==> config.mk <==
export PLATFORM = sky130hd
export DESIGN_NAME = ram_rmw_ctrl
export DESIGN_NICKNAME = d
export VERILOG_FILES = /design/src/rtl/ram_rmw_ctrl.sv
export SDC_FILE = /design/constraint.sdc
export NUM_CORES = 1
export LEC_CHECK = 0
export CAP_MARGIN = 20
export CORE_AREA = 2 2 211 213
export CTS_BUF_LIST = sky130_fd_sc_hd__clkbuf_4 sky130_fd_sc_hd__clkbuf_8
export CTS_CLUSTER_DIAMETER = 200
export DETAILED_ROUTE_END_ITERATION = 7
export DIE_AREA = 0 0 213 215
export PLACE_DENSITY = 0.6
export RECOVER_POWER = 100
export SLEW_MARGIN = 25
export SYNTH_ARGS = -nofsm -noshare
export SYNTH_HDL_FRONTEND = slang
export SYNTH_SLANG_ARGS = --single-unit
==> constraint.sdc <==
create_clock -name clk_i -period 4.7 [get_ports clk_i]
set_input_delay 0.94 -clock clk_i [delete_from_list [all_inputs] [get_ports clk_i]]
set_output_delay 0.94 -clock clk_i [all_outputs]
set_load 0.005 [all_outputs]
==> src/rtl/ram_rmw_ctrl.sv <==
// Single-port RAM controller with byte-strobe read-modify-write.
// One transaction is in flight at a time. A partial-strobe write becomes
// a RAM read followed by a merged write. Out-of-range addresses never
// reach the RAM and return an error response.
//
// state   | meaning
// --------+-------------------------------------------------------------
// IDLE    | ready for a request; accept cycle drives the first RAM access
// RD_WAIT | RAM read data valid: capture for a read, merge for a write
// RESP    | response presented, held until rsp_ready_i
module ram_rmw_ctrl #(
   parameter  int DATA_WIDTH = 128,
   parameter  int DEPTH      = 32,
   localparam int ADDR_WIDTH = $clog2(DEPTH),
   localparam int STRB_WIDTH = DATA_WIDTH / 8
) (
   input  logic                  clk_i,
   input  logic                  rst_i,
   input  logic                  req_valid_i,
   output logic                  req_ready_o,
   input  logic                  req_write_i,
   input  logic [ADDR_WIDTH-1:0] req_addr_i,
   input  logic [DATA_WIDTH-1:0] req_wdata_i,
   input  logic [STRB_WIDTH-1:0] req_strb_i,
   output logic                  rsp_valid_o,
   input  logic                  rsp_ready_i,
   output logic [DATA_WIDTH-1:0] rsp_rdata_o,
   output logic                  rsp_err_o,
   output logic                  ram_en_o,
   output logic                  ram_we_o,
   output logic [ADDR_WIDTH-1:0] ram_addr_o,
   output logic [DATA_WIDTH-1:0] ram_wdata_o,
   input  logic [DATA_WIDTH-1:0] ram_rdata_i
);

   typedef enum logic [1:0] {
      IDLE    = 2'd0,
      RD_WAIT = 2'd1,
      RESP    = 2'd2
   } state_t;

   // One extra bit so DEPTH itself is representable for the range compare.
   localparam logic [ADDR_WIDTH:0] DEPTH_W = (ADDR_WIDTH + 1)'(DEPTH);

   state_t                state_q;
   logic                  write_q;
   logic [ADDR_WIDTH-1:0] addr_q;
   logic [DATA_WIDTH-1:0] wdata_q;
   logic [STRB_WIDTH-1:0] strb_q;
   logic                  rsp_valid_q;
   logic                  rsp_err_q;
   logic [DATA_WIDTH-1:0] rsp_rdata_q;

   logic                  accept;
   logic                  req_oor;
   logic                  strb_full;
   logic                  strb_none;
   logic                  single_cycle;
   logic [DATA_WIDTH-1:0] merge_wdata;

   assign req_ready_o  = (state_q == IDLE) && !rst_i;
   assign accept       = req_valid_i && req_ready_o;
   assign req_oor      = {1'b0, req_addr_i} >= DEPTH_W;
   assign strb_full    = &req_strb_i;
   assign strb_none    = ~|req_strb_i;
   // Requests that need no RAM read data respond directly from the accept cycle.
   assign single_cycle = req_oor || (req_write_i && (strb_full || strb_none));

   assign rsp_valid_o  = rsp_valid_q;
   assign rsp_err_o    = rsp_err_q;
   assign rsp_rdata_o  = rsp_rdata_q;

   // Byte merge of latched write data over the old RAM contents.
   always_comb begin
      merge_wdata = ram_rdata_i;
      for (int i = 0; i < STRB_WIDTH; i++) begin
         if (strb_q[i]) begin
            merge_wdata[i*8 +: 8] = wdata_q[i*8 +: 8];
         end
      end
   end

   // RAM port drive; gated by reset so an interrupted RMW never writes.
   always_comb begin
      ram_en_o    = 1'b0;
      ram_we_o    = 1'b0;
      ram_addr_o  = req_addr_i;
      ram_wdata_o = req_wdata_i;
      if (!rst_i) begin
         case (state_q)
            IDLE: begin
               if (accept && !req_oor) begin
                  if (!req_write_i) begin
                     ram_en_o = 1'b1;
                  end else if (strb_full) begin
                     ram_en_o = 1'b1;
                     ram_we_o = 1'b1;
                  end else if (!strb_none) begin
                     ram_en_o = 1'b1;
                  end
               end
            end
            RD_WAIT: begin
               ram_addr_o  = addr_q;
               ram_wdata_o = merge_wdata;
               if (write_q) begin
                  ram_en_o = 1'b1;
                  ram_we_o = 1'b1;
               end
            end
            default: begin
            end
         endcase
      end
   end

   // Transaction FSM with registered response outputs.
   always_ff @(posedge clk_i) begin
      if (rst_i) begin
         state_q     <= IDLE;
         write_q     <= 1'b0;
         addr_q      <= '0;
         wdata_q     <= '0;
         strb_q      <= '0;
         rsp_valid_q <= 1'b0;
         rsp_err_q   <= 1'b0;
         rsp_rdata_q <= '0;
      end else begin
         case (state_q)
            IDLE: begin
               if (accept) begin
                  write_q     <= req_write_i;
                  addr_q      <= req_addr_i;
                  wdata_q     <= req_wdata_i;
                  strb_q      <= req_strb_i;
                  rsp_err_q   <= req_oor;
                  rsp_rdata_q <= '0;
                  if (single_cycle) begin
                     state_q     <= RESP;
                     rsp_valid_q <= 1'b1;
                  end else begin
                     state_q <= RD_WAIT;
                  end
               end
            end
            RD_WAIT: begin
               if (!write_q) begin
                  rsp_rdata_q <= ram_rdata_i;
               end
               state_q     <= RESP;
               rsp_valid_q <= 1'b1;
            end
            RESP: begin
               if (rsp_ready_i) begin
                  state_q     <= IDLE;
                  rsp_valid_q <= 1'b0;
               end
            end
            default: begin
               state_q     <= IDLE;
               rsp_valid_q <= 1'b0;
            end
         endcase
      end
   end

endmodule

==> results.txt <==
- In the global route stage, overall resource usage came out at 20.9%.
- The tree is rooted in a clkbuf_8.
- In this run the most critical hold path is launched from addr_q[0]$_SDFFE_PP0P_.
- DP HPWL: around 35000 um
- Register-to-Register Path Depth: 6
- Post-synthesis instance area: roughly 0.013 sq mm
- The number of antenna violations at the first check in global routing is 7.
* Total Power Consumption: around 6.7 mW
- Leaving out fill and tap cells, the most frequent cell in the layout is clkdlybuf4s50_1.
- RD Place Congestion: about 0.85
- Maximum buffer depth of the clock tree: 3
- # clock sinks: between 200 and 300
* Length of the first detailed-routing pass in iterations: 5
- Endpoints failing setup: 0
* Sequential-to-total area share from yosys stat: 43.9%
- The worst path needs 4370 ps of the cycle, external delays included.
- Launching point of the worst reg2reg path: state_q[0]$_SDFFE_PP0P_
* Number of violations reported at the end of detailed-routing iteration 0: between 700 and 800
- Detailed routing inserted a total of approximately 13000 vias.
* Summed area of non-filler cells in the final layout: between 0.015 and 0.02 sq mm
* Number of hold violations in the final report: 0
- The clock reaches the later pin of the worst-skew pair after 610 ps.
- Measured along the y axis, the die boundary spans ~220 um.
- Chip width: between 200 and 250 um
- Dividing total power by cell area gives a power density of ~340 mW/mm^2.
- Setup repair after global routing left no endpoint under its margin.
- After synthesis the netlist holds a flip-flop and latch count of 281.
- Final hold analysis gives a worst-case slack of around 470 ps.
- Among all flip-flop cells after synthesis, the most frequent one is dfxtp_1.
* Total Neg Setup Slack: 0 ps
- Clock skew on the completed layout was measured at approximately 27 ps.
- Average wire length per cell after detail routing: 17.8 um
- Total of cells resized after clock tree synthesis: 0
* Total count of max-transition violations in the final report: between 100 and 150
- Mapped Avg Cell Area: around 7.7 sq um
* Hold WC Path Type: flop to flop
- After detailed placement, the total cell area comes to approximately 0.019 sq mm.
* Headroom to the max-slew limit: -33.0%
- Data arrival at the endpoint of the critical path: between 3000 and 4000 ps
- Result of the run: finished with violations
- Number of synthesized flops with an enable pin: 0
- Fill cells in the final layout number between 4000 and 5000.
- The area growth from synthesis to layout is 53.6%.
- Depth of the CTS H-tree: 2
- The worst hold path was traced through 2 stages.
- Summed over all layers, the global routing overflow is 0.
- CTS Hold Bufs: 0
- Standard-cell rows: 77
- Critical path startpoint: req_strb_i[3]
* Share of flip-flops with an asynchronous set or reset: 0%
- The number of different library cells used by synthesis comes to 31.
- In this run the static leakage power is 7.40 nW.
- Syn. warnings: 0
* Worst voltage drop across the vdd grid: between 0.2 and 0.25 mV
- The post-route netlist has under 10% of its cells at a drive strength greater than 1.
- Count of input and output buffers: about 550
- Remaining antenna violation count: 0
- In this run the worst path has a maximum fanout of 3.
- For this run, the top clock speed supported by timing is approximately 230 MHz.
- STA classifies the critical path startpoint as a primary input.
* Dpl cells: 2696
- Actual slew at the worst max-slew pin: around 2000 ps
* Max-capacitance violation count: 1
- Post-Synthesis Net Count: 1958
- Clock tree from TritonCTS: built
- Effective utilization at floorplan: between 20% and 30%
* Die area: ~0.046 sq mm
- CP required: roughly 3800 ps
- The via count of the first global-routing pass is 12761.
* DRC violations left: 0
* Number of nets in the finished design: between 2000 and 2500
* Number of cells produced by synthesis: about 1700
- Leaving out fill and tap cells, the most frequent cells in the layout are clkdlybuf4s50_1 (296), dfxtp_1 (281), nand2_1 (278).
- Clock-pin slew was measured on the worst setup and hold paths at approximately 60 ps.
- The first global-routing pass estimated roughly 74000 um of wire.
* Number of buffers created by CTS: 52
* Kind of critical path: primary input to output port
* Number of standard cells in the final layout excluding fillers: around 2800
* Final critical-path share of the clock period: between 90% and 100%
- Before CTS, the worst setup slack after placement is 344 ps.
- Average vias per placed instance: 4.67
* Share of the core filled with cells in the final layout: between 40% and 50%
* Core box area: approximately 0.044 sq mm
- Endpoint kind of the worst setup timing path: output port
- Maximum number of pins on one net before global-route repair: ~130
* Violated checks: capacitance limit, slew limit
* Count of buffers added by post-CTS timing repair for setup: 0
- For this design the top-level I/O count stands at ~550.
- Routed WL: between 40000 and 50000 um
* Least setup slack across all paths after layout: about 330 ps
-- worst max-delay path: stages --
cell and delay, ps:
dlygate4sd3_1 590, nor4_1 760, buf_4 230, nand4_1 150, o21ai_1 170, a211oi_1 90
clkdlybuf4s50_1 500
-- area by class of cell --
class                      instances  area, sq um  share of cell area [%]
clock buffer                      85         1040                    5.27
antenna                            5         12.5                  0.0635
multi-input combinational       1254         6520                    33.1
clock inverter                     7         88.8                   0.451
inverter                           1         3.75                  0.0191
tap                              592          741                    3.76
timing repair buffer             568         5670                    28.8
sequential                       281         5630                    28.5
-- cells in the mapped netlist (2+ instances only) --
cell type / number / area, sq um
dfxtp_1: 281 / 5630
nand2_1: 278 / 1040
a21oi_1: 258 / 1290
nor2_1: 258 / 968
nand2b_1: 151 / 945
o21ai_0: 150 / 751
mux2i_1: 128 / 1280
buf_2: 62 / 310
clkbuf_1: 44 / 165
buf_1: 20 / 75.1
buf_4: 11 / 82.6
mux2_2: 5 / 56.3
nand4_1: 5 / 31.3
nor4_1: 5 / 31.3
buf_8: 2 / 30.0
o21a_1: 2 / 15.0
o22ai_1: 2 / 12.5
-- final timing paths --
kind | to | slack, ps
max | ram_en_o | 330
min | addr_q[0]$_SDFFE_PP0P_ | 470
max reg2reg | rsp_rdata_o[89]$_SDFFE_PP0P_ | 870
min reg2reg | addr_q[0]$_SDFFE_PP0P_ | 470
-- cell families after synthesis --
group / count (synthesis) / share of synthesized area, %
simple gates: 705 / 24.1
compound gates: 415 / 16.3
flops: 281 / 43.9
buf+inv: 141 / 5.29
mux: 133 / 10.4
other cells: 1 / 0.0292
-- where the power goes --
part	leakage, nW	internal, mW	switching (mW)	total, mW
Sequential	2.31	2.62	0.167	2.79
Clock	0.605	1.50	1.06	2.56
Combinational	4.48	0.767	0.632	1.40
Total	7.40	4.89	1.86	6.75
-- registers in the layout (all words and copies together) (netlist names) --
| register | flops |
|---|---|
| rsp_rdata_o | 128 |
| addr_q | 5 |
| strb_q | 16 |
| state_q | 2 |
| rsp_valid_o | 1 |
| write_q | 1 |
| wdata_q | 128 |
-- layer usage --
metal	track usage, %	routed length, um	up-vias
met5	0	36	-
met4	9.39	1790	6
met3	5.79	3520	96
met2	35.3	23900	416
met1	24.4	20300	6013
li1	-	-	6525
Note: power is estimated with default switching activity, not from simulation.
==> patch 1: new RTL, same settings <==
Make the reset (`rst_i`) asynchronous in one clocked block.
--- a/src/rtl/ram_rmw_ctrl.sv
+++ b/src/rtl/ram_rmw_ctrl.sv
@@ -115,7 +115,7 @@
    end
 
    // Transaction FSM with registered response outputs.
-   always_ff @(posedge clk_i) begin
+   always_ff @(posedge clk_i or posedge rst_i) begin
       if (rst_i) begin
          state_q     <= IDLE;
          write_q     <= 1'b0;
Check against the original RTL: not settled (the Yosys comparison gave no result); the edit may change what the design does.
==> patch 1 against the unedited design <==
Highest routed layer unchanged. Clock power shrank 5%. Synthesized area up 5.2%. Sequential cell count unchanged. Routed wire length shrank 1.9%. Register-to-register slack lost 160 ps. Sequential power up 20%. The flow still finishes with violations (capacitance limit, slew limit). Clock skew decreased by 7.2 ps. Total power increased by 15%. Design area rose by 4.1%. Setup slack worse by 61 ps.
==> patch 1: results <==
{
  "critPathMaxFanout": 22,
  "ys_top_cells_by_area": "dfrtp_1 52%, mux2_2 13%, mux2i_1 9.6%",
  "clockNetworkAreaShare_pct": 5.18,
  "dr_wl_met3_mm": 4.06,
  "peakVddDrop_v": 0.000191,
  "hpwl_mm": 34.8,
  "multi_input_area_share_pct": 29.0,
  "violations": "capacitance limit, slew limit",
  "track_usage_pct": 21.1,
  "ys_types": 27,
  "wl_met1_mm": 19.9,
  "finClkSkew_ps": 19.6,
  "status": "finished, violations left",
  "synth-compound-area-share_pct": 9.87,
  "muxShareOfSynthArea_pct": 22.4,
  "first_iter_violations": 483,
  "layout.nets": 2145,
  "drv_slew": 285,
  "power_density_mw_per_mm2": 379,
  "setup.worst_path.start": "rst_i",
  "regArea_mm2": 0.00703,
  "signal_buffers": 569,
  "async_flop_share_pct": 100,
  "synth_ff_type": "dfrtp_1",
  "grt_pass1_wl_mm": 74.1,
  "drive_gt1_share_pct": 13.9,
  "reg2reg_setup_slack_ps": 710,
  "synth_area_mm2": 0.0135,
  "maxCapViolations": 5,
  "r2r_cells": 5,
  "num_antenna_cells": 1,
  "avgViaCountPerCell": 4.68,
  "ys_seq_area_share_pct": 52.1,
  "nClkBuffers": 87,
  "grt_pass1_vias": 12200
}
-- patch 1: how the worst min path moves through the flow --
stage / start / end / slack, ps / cells after the start
after floorplan: rsp_rdata_o[0] / rsp_rdata_o[0] / 470 / 2
after global placement: rsp_rdata_o[28] / rsp_rdata_o[28] / 460 / 2
after detailed placement: rsp_rdata_o[16] / rsp_rdata_o[16] / 470 / 2
after CTS: rsp_rdata_o[16] / rsp_rdata_o[16] / 480 / 2
after global routing: rsp_rdata_o[11] / rsp_rdata_o[11] / 500 / 2
final: rsp_rdata_o[123] / rsp_rdata_o[123] / 470 / 2
-- patch 1: metrics by stage --
stage | TNS, ps | instances | utilization, %
finish | 0 | 2491 | 47.0
CTS | 0 | 2490 | 47.1
global placement | 0 | 2401 | 44.7
floorplan | -325620 | 1347 | -
global route | 0 | 2490 | 47.0
detailed placement | 0 | 2401 | 44.7
==> patch 2: new RTL, config.mk and constraints unchanged <==
Without the edit above. Set the parameter `DEPTH` to 16 (it was 32).
--- a/src/rtl/ram_rmw_ctrl.sv
+++ b/src/rtl/ram_rmw_ctrl.sv
@@ -10,7 +10,7 @@
 // RESP    | response presented, held until rsp_ready_i
 module ram_rmw_ctrl #(
    parameter  int DATA_WIDTH = 128,
-   parameter  int DEPTH      = 32,
+   parameter  int DEPTH      = 16,
    localparam int ADDR_WIDTH = $clog2(DEPTH),
    localparam int STRB_WIDTH = DATA_WIDTH / 8
 ) (
Interface: changed (resized ram_addr_o and req_addr_i); port bits go from 548 to 546. No check against the original RTL was run, so the function may have changed too.
==> patch 2 against the unedited design <==
The run still ends with capacitance limit, slew limit left. Setup slack worse by 27 ps. Total power down 2.1%. Sequential cell count down 1. Core utilization down 0.29 points. Routed wire length down 2.1%. Cell count down 0.72%. Fmax down 0.63%. Worst hold slack better by 1.4 ps. Count of clock-buffer cells in the layout down 5. Clock power down 6%. Design area down 0.65%. First-iteration DRC count down 11%. Synthesized area up 0.46%. Critical path type unchanged. Largest power group unchanged. Highest routed layer is now met4.
==> patch 2: results <==
{
  "violations": "capacitance limit, slew limit",
  "use_met1_pct": 23.4,
  "met2_usage_pct": 34.3,
  "r2r_cells": 5,
  "ys_seq_area_share_pct": 43.5,
  "cts_buffer_depth": 3,
  "top_layer": "met4",
  "totalWireLength_mm": 48.6,
  "hpwl_mm": 33.8,
  "use_met3_pct": 6.81,
  "finalCritPeriodShare_pct": 93.5,
  "cp.arrival_ps": 3460,
  "synth_commonest_cells": "280 x dfxtp_1, 277 x nand2_1, 258 x a21oi_1, 258 x nor2_1",
  "drive_gt1_share_pct": 5.14,
  "grt_max_degree": 213,
  "finClkSkew_ps": 17.4,
  "pwr-share-comb_pct": 21.5,
  "gp_congestion": 0.829,
  "dp_slack_ps": 505,
  "grt_antenna_before_repair": 1,
  "hold_end": "wdata_q[63]",
  "layout.nets": 2425,
  "status": "finished, violations left",
  "io_buffers": 544,
  "worst_pin_slew_ps": 3180,
  "drv_slew": 342,
  "total_power_w": 0.00660,
  "n_fill_cell": 4354,
  "cts_inserted_buffers": 51,
  "ys_top_cells_by_area": "dfxtp_1 43%, a21oi_1 10%, mux2i_1 9.9%",
  "synth-compound-area-share_pct": 16.2,
  "dp_cells": 2683,
  "synth-xor-area-share_pct": 0,
  "synth_cells": 1671,
  "whs_ps": 473,
  "syn_nets": 1952,
  "maxCapViolations": 2,
  "power.net_switching_w": 0.00185,
  "grt_pass1_wl_mm": 72.7,
  "p_seq_share_pct": 42.1,
  "reg2reg_to": "write_q",
  "track_usage_pct": 20.3,
  "setup.worst_path.start": "req_strb_i[2]",
  "grt_pass1_vias": 12700,
  "wl_met2_mm": 23.0,
  "dr_wl_met3_mm": 4.14,
  "leakagePower_nw": 7.33,
  "wire_per_inst_um": 17.5,
  "wl_met1_mm": 19.9,
  "ys_types": 28,
  "muxShareOfSynthArea_pct": 10.3,
  "avgViaCountPerCell": 4.67
}
patch 2: cell count changes after synthesis, moves of 2 or more:
cell      unedited run  this run
buf_1               20        16
buf_2               62        45
buf_4               11        30
buf_6                1        12
buf_8                2         0
clkbuf_1            44        37
patch 2: critical path: cells and delay by family:
kind | cells | cell delay [ps]
buffers and inverters | 3 | 1340
and+or+nand+nor | 2 | 860
AOI/OAI and AO/OA | 2 | 310
patch 2: stage by stage:
stage               instance area (um2)  utilization [%]
floorplan                         12900                -
finish                            19600             44.9
CTS                               19600             44.9
global placement                  18600             42.5
global route                      19600             44.8
detailed placement                18600             42.5
patch 2: layout make-up:
class,instances,area [um2],share of cell area [%]
Clock inverter,8,42.5,0.217
Tap cell,592,741,3.78
Sequential cell,280,5610,28.6
Clock buffer,80,1010,5.15
Timing Repair Buffer,560,5670,29.0
Antenna cell,2,5.00,0.0256
Inverter,1,3.75,0.0192
Multi-Input combinational cell,1250,6500,33.2
